File: src/rtl/line_clear_engine_pkg.sv
// Shared board constants, row-slice helper and FSM encodings for the line-clear engine.
`ifndef LINE_CLEAR_ENGINE_DEFS
`define LINE_CLEAR_ENGINE_DEFS
`define BOARD_COLS 10
`define BOARD_ROWS 20
`define CELL_LEN   3
`define ROW_LEN    (`BOARD_COLS*`CELL_LEN)
// Expects a ROW_LEN localparam in the caller's scope so it follows module parameters.
`define ROW_GET(board,y) board[(y)*ROW_LEN +: ROW_LEN]
`define LC_IDLE 2'd0
`define LC_SCAN 2'd1
`define LC_FILL 2'd2
`define LC_DONE 2'd3
`endif

package line_clear_engine_pkg;
  localparam int BOARD_COLS  = `BOARD_COLS;
  localparam int BOARD_ROWS  = `BOARD_ROWS;
  localparam int CELL_LEN    = `CELL_LEN;
  localparam int TOTAL_W_DEF = 16;

  typedef enum logic [1:0] {
    ST_IDLE = `LC_IDLE,
    ST_SCAN = `LC_SCAN,
    ST_FILL = `LC_FILL,
    ST_DONE = `LC_DONE
  } lc_state_e;
endpackage

File: src/rtl/line_clear_engine_row_full_detect.sv
// Combinational full-row test: a row is full when no cell is empty (zero).
module row_full_detect #(
  parameter int COLS   = 10,
  parameter int CELL_W = 3
) (
  input  logic [COLS*CELL_W-1:0] row,
  output logic                   full
);
  always_comb begin
    full = 1'b1;
    for (int x = 0; x < COLS; x++) begin
      if (row[x*CELL_W +: CELL_W] == '0) full = 1'b0;
    end
  end
endmodule

File: src/rtl/line_clear_engine.sv
// Row-clear engine: scans a committed board one row per cycle, drops full rows,
// compacts survivors downward and keeps a saturating running line total.
module line_clear_engine
  import line_clear_engine_pkg::*;
#(
  parameter int COLS    = BOARD_COLS,
  parameter int ROWS    = BOARD_ROWS,
  parameter int CELL_W  = CELL_LEN,
  parameter int TOTAL_W = TOTAL_W_DEF
) (
  input  logic                          clk,
  input  logic                          rst,
  input  logic                          start,
  input  logic [ROWS*COLS*CELL_W-1:0]   board_in,
  input  logic                          clear_total,
  output logic                          busy,
  output logic                          done,
  output logic [ROWS*COLS*CELL_W-1:0]   board_out,
  output logic [ROWS-1:0]               rows_mask,
  output logic [$clog2(ROWS+1)-1:0]     lines_cleared,
  output logic [TOTAL_W-1:0]            total_lines
);
  localparam int ROW_LEN = COLS*CELL_W;
  localparam int SRC_W   = $clog2(ROWS);
  localparam int CNT_W   = $clog2(ROWS+1);
  localparam int SUM_W   = ((TOTAL_W > CNT_W) ? TOTAL_W : CNT_W) + 1;
  localparam logic [SRC_W-1:0] LAST_ROW  = SRC_W'(ROWS-1);
  localparam logic [SUM_W-1:0] TOTAL_MAX = SUM_W'({TOTAL_W{1'b1}});

  lc_state_e state, state_nxt;

  logic [ROWS-1:0][ROW_LEN-1:0] work;
  logic [ROWS-1:0][ROW_LEN-1:0] out_q;
  logic [SRC_W-1:0]             src;
  logic [CNT_W-1:0]             dst;
  logic [CNT_W-1:0]             count;
  logic [ROWS-1:0]              mask;
  logic                         row_full;
  logic [SUM_W-1:0]             sum;

  row_full_detect #(.COLS(COLS), .CELL_W(CELL_W)) u_full (
    .row  (work[src]),
    .full (row_full)
  );

  always_ff @(posedge clk or negedge rst) begin
    if (!rst) state <= ST_IDLE;
    else      state <= state_nxt;
  end

  always_comb begin
    state_nxt = state;
    busy      = 1'b0;
    done      = 1'b0;
    case (state)
      ST_IDLE: if (start) state_nxt = ST_SCAN;
      ST_SCAN: begin
        busy = 1'b1;
        if (src == LAST_ROW) state_nxt = ST_FILL;
      end
      ST_FILL: begin
        busy      = 1'b1;
        state_nxt = ST_DONE;
      end
      ST_DONE: begin
        done      = 1'b1;
        state_nxt = ST_IDLE;
      end
      default: state_nxt = ST_IDLE;
    endcase
  end

  always_ff @(posedge clk or negedge rst) begin
    if (!rst) begin
      work          <= '0;
      out_q         <= '0;
      src           <= '0;
      dst           <= '0;
      count         <= '0;
      mask          <= '0;
      rows_mask     <= '0;
      lines_cleared <= '0;
    end else begin
      case (state)
        ST_IDLE: if (start) begin
          for (int y = 0; y < ROWS; y++) work[y] <= `ROW_GET(board_in, y);
          src   <= '0;
          dst   <= '0;
          count <= '0;
          mask  <= '0;
        end
        ST_SCAN: begin
          // dst never passes src, so moving a survivor down cannot clobber an unscanned row.
          if (row_full) begin
            mask[src] <= 1'b1;
            count     <= count + CNT_W'(1);
          end else begin
            work[dst] <= work[src];
            dst       <= dst + CNT_W'(1);
          end
          src <= (src == LAST_ROW) ? '0 : src + SRC_W'(1);
        end
        ST_FILL: begin
          for (int y = 0; y < ROWS; y++)
            out_q[y] <= (CNT_W'(y) >= dst) ? '0 : work[y];
          rows_mask     <= mask;
          lines_cleared <= count;
        end
        default: ;
      endcase
    end
  end

  // Widened so a large count cannot wrap before the saturation compare.
  assign sum = SUM_W'(total_lines) + SUM_W'(count);

  always_ff @(posedge clk or negedge rst) begin
    if (!rst)                 total_lines <= '0;
    else if (clear_total)     total_lines <= '0;
    else if (state == ST_FILL)
      total_lines <= (sum > TOTAL_MAX) ? {TOTAL_W{1'b1}} : sum[TOTAL_W-1:0];
  end

  assign board_out = out_q;
endmodule

File: config.mk
export PLATFORM = sky130hd
export DESIGN_NAME = line_clear_engine
export DESIGN_NICKNAME = d
export VERILOG_FILES = /design/src/rtl/line_clear_engine_pkg.sv /design/src/rtl/line_clear_engine_row_full_detect.sv /design/src/rtl/line_clear_engine.sv
export SDC_FILE = /design/constraint.sdc
export NUM_CORES = 2
export LEC_CHECK = 0
export CELL_PAD_IN_SITES_DETAIL_PLACEMENT = 1
export CELL_PAD_IN_SITES_GLOBAL_PLACEMENT = 2
export CORE_AREA = 8 8 478 480
export CTS_BUF_LIST = sky130_fd_sc_hd__clkbuf_8
export DETAILED_ROUTE_END_ITERATION = 16
export DIE_AREA = 0 0 486 488
export PLACE_DENSITY_LB_ADDON = 0.2
export SLEW_MARGIN = 10
export SYNTH_ARGS = -nofsm -noshare
export SYNTH_HDL_FRONTEND = slang
export SYNTH_HIERARCHICAL = 1
export SYNTH_SLANG_ARGS = --single-unit
File: constraint.sdc
create_clock -name clk -period 4.9 [get_ports clk]
set_input_delay 1.47 -clock clk [delete_from_list [all_inputs] [get_ports clk]]
set_output_delay 1.47 -clock clk [all_outputs]
set_load 0.005 [all_outputs]
== After elaboration in Yosys (flattened, before gate mapping) ==
Index checks and enable logic that the tools add are counted.
Word-level totals
  flip-flop bits (word level): 1278
  word-level logic and storage cells: 164
  input port bits: 604
  output and inout port bits: 643
Operators by class
  mux-type cells: 58
  reductions and logical operators: 20
  bitwise gates (word level): 1
  equal/unequal tests: 8
  order comparisons: 25
  add/subtract/negate cells: 4
Operators by type and width (count)
  2-to-1 mux 600 bit: 2
  case mux 600 bit (2 select lines): 1
  2-to-1 mux 30 bit: 22
  bitwise mux 600 bit: 1
  binary-select mux 30 bit (select 5 bit): 1
  demux 30 bit (select 5 bit): 1
  2-to-1 mux 16 bit: 3
  >= comparator 4 x 5 -> 1 bit (first input constant): 8
  2-to-1 mux 20 bit: 2
  case mux 20 bit (2 select lines): 1
  logical NOT 3 bit: 10
  case mux 5 bit (2 select lines): 3
  >= comparator 3 x 5 -> 1 bit (first input constant): 4
  >= comparator 5 bit (first input constant): 4
  2-to-1 mux 5 bit: 4
  OR 20 bit: 1
  adder 16 x 5 -> 17 bit: 1
  > comparator 17 x 16 -> 1 bit (second input constant): 1
  adder 5 x 1 -> 5 bit (second input constant): 3
  2-to-1 mux 1 bit: 13
  less-than comparator 5 x 6 -> 1 bit (second input constant): 2
  >= comparator 1 x 5 -> 1 bit (first input constant): 2
  >= comparator 2 x 5 -> 1 bit (first input constant): 2
  >= comparator 5 x 1 -> 1 bit (second input constant): 2
  other kinds (13): 22

== Depth between registers and ports, before layout ==
  word-level depth: 15
  gate-level depth with buffers: 22
  depth with buffers taken out: 14

== Hierarchy ==
The synthesis kept the hierarchy.
Modules (own cells, without submodules)
  line_clear_engine: seq. area each 31980.7 um^2, cells each 5104, area an instance 58892.7 um^2, instances 1
  row_full_detect: seq. area each 0.0 um^2, cells each 16, area an instance 81.3 um^2, instances 1

== Worst setup path after synthesis ==
Ideal clock, no wire load.
  path kind: register -> register
  start point: register src[0]
  end point: register work[510] in the netlist's numbering
  period minus slack after synthesis: 3.823 ns
  cell stages (with the launch flop): 19
  data arrival time: 3.671 ns
  setup time: 0.152 ns
  path buffers: 5
  slack: 1.077 ns
  data required time: 4.748 ns
  path through: dfrtp_1 buf_6 or4_4 buf_6 buf_6 nor2_1 a211oi_1 and3_4 buf_4 inv_1 nor3_1 nor2_1 nand4_1 nor3_2 and2_0 nor4b_4 a21oi_1 clkbuf_1 o221ai_2
On the way
  word-level cells in the longest chain between the ends: 15
  elaborated cells between the ends (all ways): 27
  those cells by class: eq/ne: 1; mux: 15; reduce/logical: 11
Ends and longest elaborated chain
  start: declaration: line line_clear_engine.sv:34  | logic [SRC_W-1:0] src;
  start signal: assignment: line line_clear_engine.sv:101  | src <= (src == LAST_ROW) ? '0 : src + SRC_W'(1);
  binary-select mux 30 bit (select 5 bit) (*): line line_clear_engine.sv:42  | .row (work[src]),
  2-to-1 mux 30 bit (implied by the code) (*): line line_clear_engine.sv:42
  logical NOT 3 bit: line line_clear_engine_row_full_detect.sv:12  | if (row[x*CELL_W +: CELL_W] == '0) full = 1'b0;
  2-to-1 mux 1 bit (9 in series): line line_clear_engine_row_full_detect.sv:12
  2-to-1 mux 1 bit (*): line line_clear_engine_row_full_detect.sv:12
  via row_full: line line_clear_engine.sv:38  | logic row_full;
  != test 2 bit (no source line) (*)
  AND reduction 3 bit (no source line) (*)
  end signal: indexed assignment: line line_clear_engine.sv:98  | work[dst] <= work[src];
  end: declaration: line line_clear_engine.sv:32  | logic [ROWS-1:0][ROW_LEN-1:0] work;
Mark *: on every way through the listed nets, which the timed path passes. The rest lies on a longest branch. The select of a mux whose other input is x is not followed.
A chain may end at the register's enable or synchronous reset.

== Worst setup path in the final report ==
  start point: register src[1]
  end point: register work[102] in the netlist's numbering
Same word-level chain as after synthesis.

==> qor.yml <==
min_path_type: "in2async"
placed_area_um2: 76130
regArea_um2: 31990
syn_inst: 5120
synth_top_family_by_area: "compound AO/OA/AOI/OAI gates"
synth.area.mux_share: 0.05953
timing.final.crit_share: 0.9829
fin_setup_tns_ps: 0
drt-pass1-iter-count: 5
ys.flop_type: "dfrtp_1"
num_vias: 52690
postCtsSetupRepairBufs: 0
start_util: 0.2668
drv_slew: 0
cts_hold_buffers: 0
relSlewSlack: 0.1059
peakVddDrop_uv: 556.4
slowest_delay_ps: 900
cts_htree_levels: 4
avgSynthCellArea_um2: 11.52
path_delay_family: "compound AO/OA/AOI/OAI gates"
layout-drive-gt1-share: 0.1674
synth_simple_gate_area_frac: 0.1168
synthesis.area_um2: 58970
worstMarginPinSlew_ps: 1338
final_cell_mix: "dfrtp_1 (1275), clkdlybuf4s50_1 (1245), a22o_1 (546)"
grt_max_degree: 141
fin_nets: 6955
antenna_found_initial: 86
dp_hpwl_um: 281900
detail-route-antenna-nets: 0
cts_buffers: 234
yosysWarnings: 6
synth-seq-cells: 1278
synth_xor_area_frac: 0.001188
stdcell_area_um2: 81550
gp_congestion: 0.8653
crit_fanout: 39
wire_per_inst_um: 39.83
grt_pass1_wl_um: 509300
crit_path_frequent_cell: "buf_12"
worstSetupPathType: "reg2reg"
required_ps: 5760
fill_cells: 23910
clk_pin_slew_ps: 60
synth_nets: 5743
port_buffers: 1246
period_needed_ps: 4816
hold_violations: 0
p_leak_nw: 33.79
die_y_um: 488
dieWidth_um: 486
seq_area_frac_synth: 0.5423
start_kind: "flop"
crit_slowest_cell: "a22oi_1"
cp_cell_sequence: "buf_12 > buf_16 > mux4_2 > a22oi_1 > and3_4 > inv_1 > nor3_1 > nor2_1 > nand4_1 > nor3_2 > and2_0 > or2_1 > buf_4 > a21o_1 > buf_12 > a21oi_1 > o21ai_0"
clock_latency_ps: 1040
clock.fmax_ghz: 0.2076
wl_um: 379600
track_usage: 0.3087
syn_to_final_growth_pct: 38.29
synth_edf_count: 0
outcome: "finished, final reports clean"
coreArea_um2: 221000
grt_pass1_vias: 55470
std_cell_rows: 173
multi_input_area_um2: 24760
end_kind: "flop"
finClkSkew_ps: 75.38
die_area_um2: 237200
finalSetupViolCount: 0
via_per_inst: 5.529
total_power_mw: 56.39
clk_path_buf_depth: 3
maxCapViolations: 0
cts.sinks: 1278
p_per_area_nw_per_um2: 691.4
cts_tree: "yes"
clk_root_buffer_cell: "clkbuf_8"
overflow: 0
ys_async_sr_fraction: 1.000
synth_compound_area_frac: 0.2279
cp_num_buf_inv: 5
grt_setup_unrepaired: "false"
drc: 0
worst_ep_arrival_time_ps: 5680
synth_cell_type_count: 75
first_iter_violations: 4763
final_common_cell: "dfrtp_1"
synthAdderAreaFrac: 0.004158
num_io_pins: 1247
-- through the flow --
step	utilization	cells	setup slack, ps	hold WS, ps
3_5_place_dp	0.3445	9070	-368.2	472.4
3_3_place_gp	0.3445	9070	-401.6	469.0
4_1_cts	0.3680	9498	6.942	330.1
6_report	0.3690	9530	83.92	399.1
2_1_floorplan	-	5120	1077	457.1
5_1_grt	0.3689	9517	2.291	369.7
-- synth_stat cells (55+ instances only) --
cell / n / area share
nor3b_1: 358 / 0.046
o21ai_2: 60 / 0.0089
buf_2: 77 / 0.0065
a21oi_1: 398 / 0.034
mux4_2: 81 / 0.031
o221ai_1: 89 / 0.013
nand2b_1: 214 / 0.023
dfrtp_1: 1278 / 0.54
clkbuf_1: 374 / 0.024
nand3_1: 55 / 0.0047
o221ai_2: 121 / 0.031
o21ai_1: 215 / 0.018
mux2i_1: 110 / 0.019
nor2_1: 82 / 0.0052
a22o_1: 546 / 0.081
nand2_1: 327 / 0.021
o21ai_0: 124 / 0.011
inv_1: 77 / 0.0049
-- cell type report --
cell class,instances,area share
Antenna cell,31,0.0009512
Sequential cell,1278,0.3922
Tap cell,2975,0.04564
Clock buffer,319,0.05383
Timing Repair Buffer,1513,0.1911
Inverter,78,0.003682
Clock inverter,109,0.008975
Multi-Input combinational cell,3227,0.3035
-- worst paths after layout --
path,from,to,slack [ps],depth (start not counted)
max,src[1],work[102],80,17
min,rst,board_out[14],400,1
max reg2reg,src[1],work[102],80,17
min reg2reg,board_out[105],board_out[105],490,1
max in group asynchronous,rst,board_out[251],3280,2
min in group clk,board_out[105],board_out[105],490,1
-- layer usage --
metal  vias to the layer above  share of wire  track usage
li1                      21560              -            -
met1                     28130           0.41       0.3965
met2                      2441           0.46       0.4975
met3                       552          0.071      0.06988
met4                        16          0.050       0.1393
met5                         -        0.00028            0
-- where the power goes --
| group | total [mW] | switching [mW] | internal, mW |
|---|---|---|---|
| Sequential | 17.7 | 3.90 | 13.8 |
| Combinational | 27.5 | 18.2 | 9.23 |
| Clock | 11.3 | 5.16 | 6.12 |
| Total | 56.4 | 27.3 | 29.1 |
-- cell families (layout without fill, tap and decap cells) --
logic type / count (synthesis) / in the layout
compound gates: 1786 / 1786
flops: 1278 / 1278
simple gates: 1171 / 1171
buf+inv: 615 / 2019
mux: 243 / 243
fa+ha+maj: 19 / 19
xor+xnor: 8 / 8
other cells: 0 / 31
-- what timing repair did --
| item | in CTS | in global routing |
|---|---|---|
| gates resized for setup | 16 | 26 |
| endpoints found under the setup margin | 607 | 605 |
| cloned | 0 | 1 |
| hold endpoints to repair | 0 | 0 |
| pin swaps | 0 | 2 |
-- flip-flops by register name, summed over array words and instances, names as in the netlist --
| register | count |
|---|---|
| board_out | 600 |
| work | 600 |
| mask | 20 |
| rows_mask | 20 |
| total_lines | 16 |
| count | 5 |
| dst | 5 |
| lines_cleared | 5 |
| src | 5 |
| state | 2 |
No activity file was read; power rests on OpenSTA's default activity.
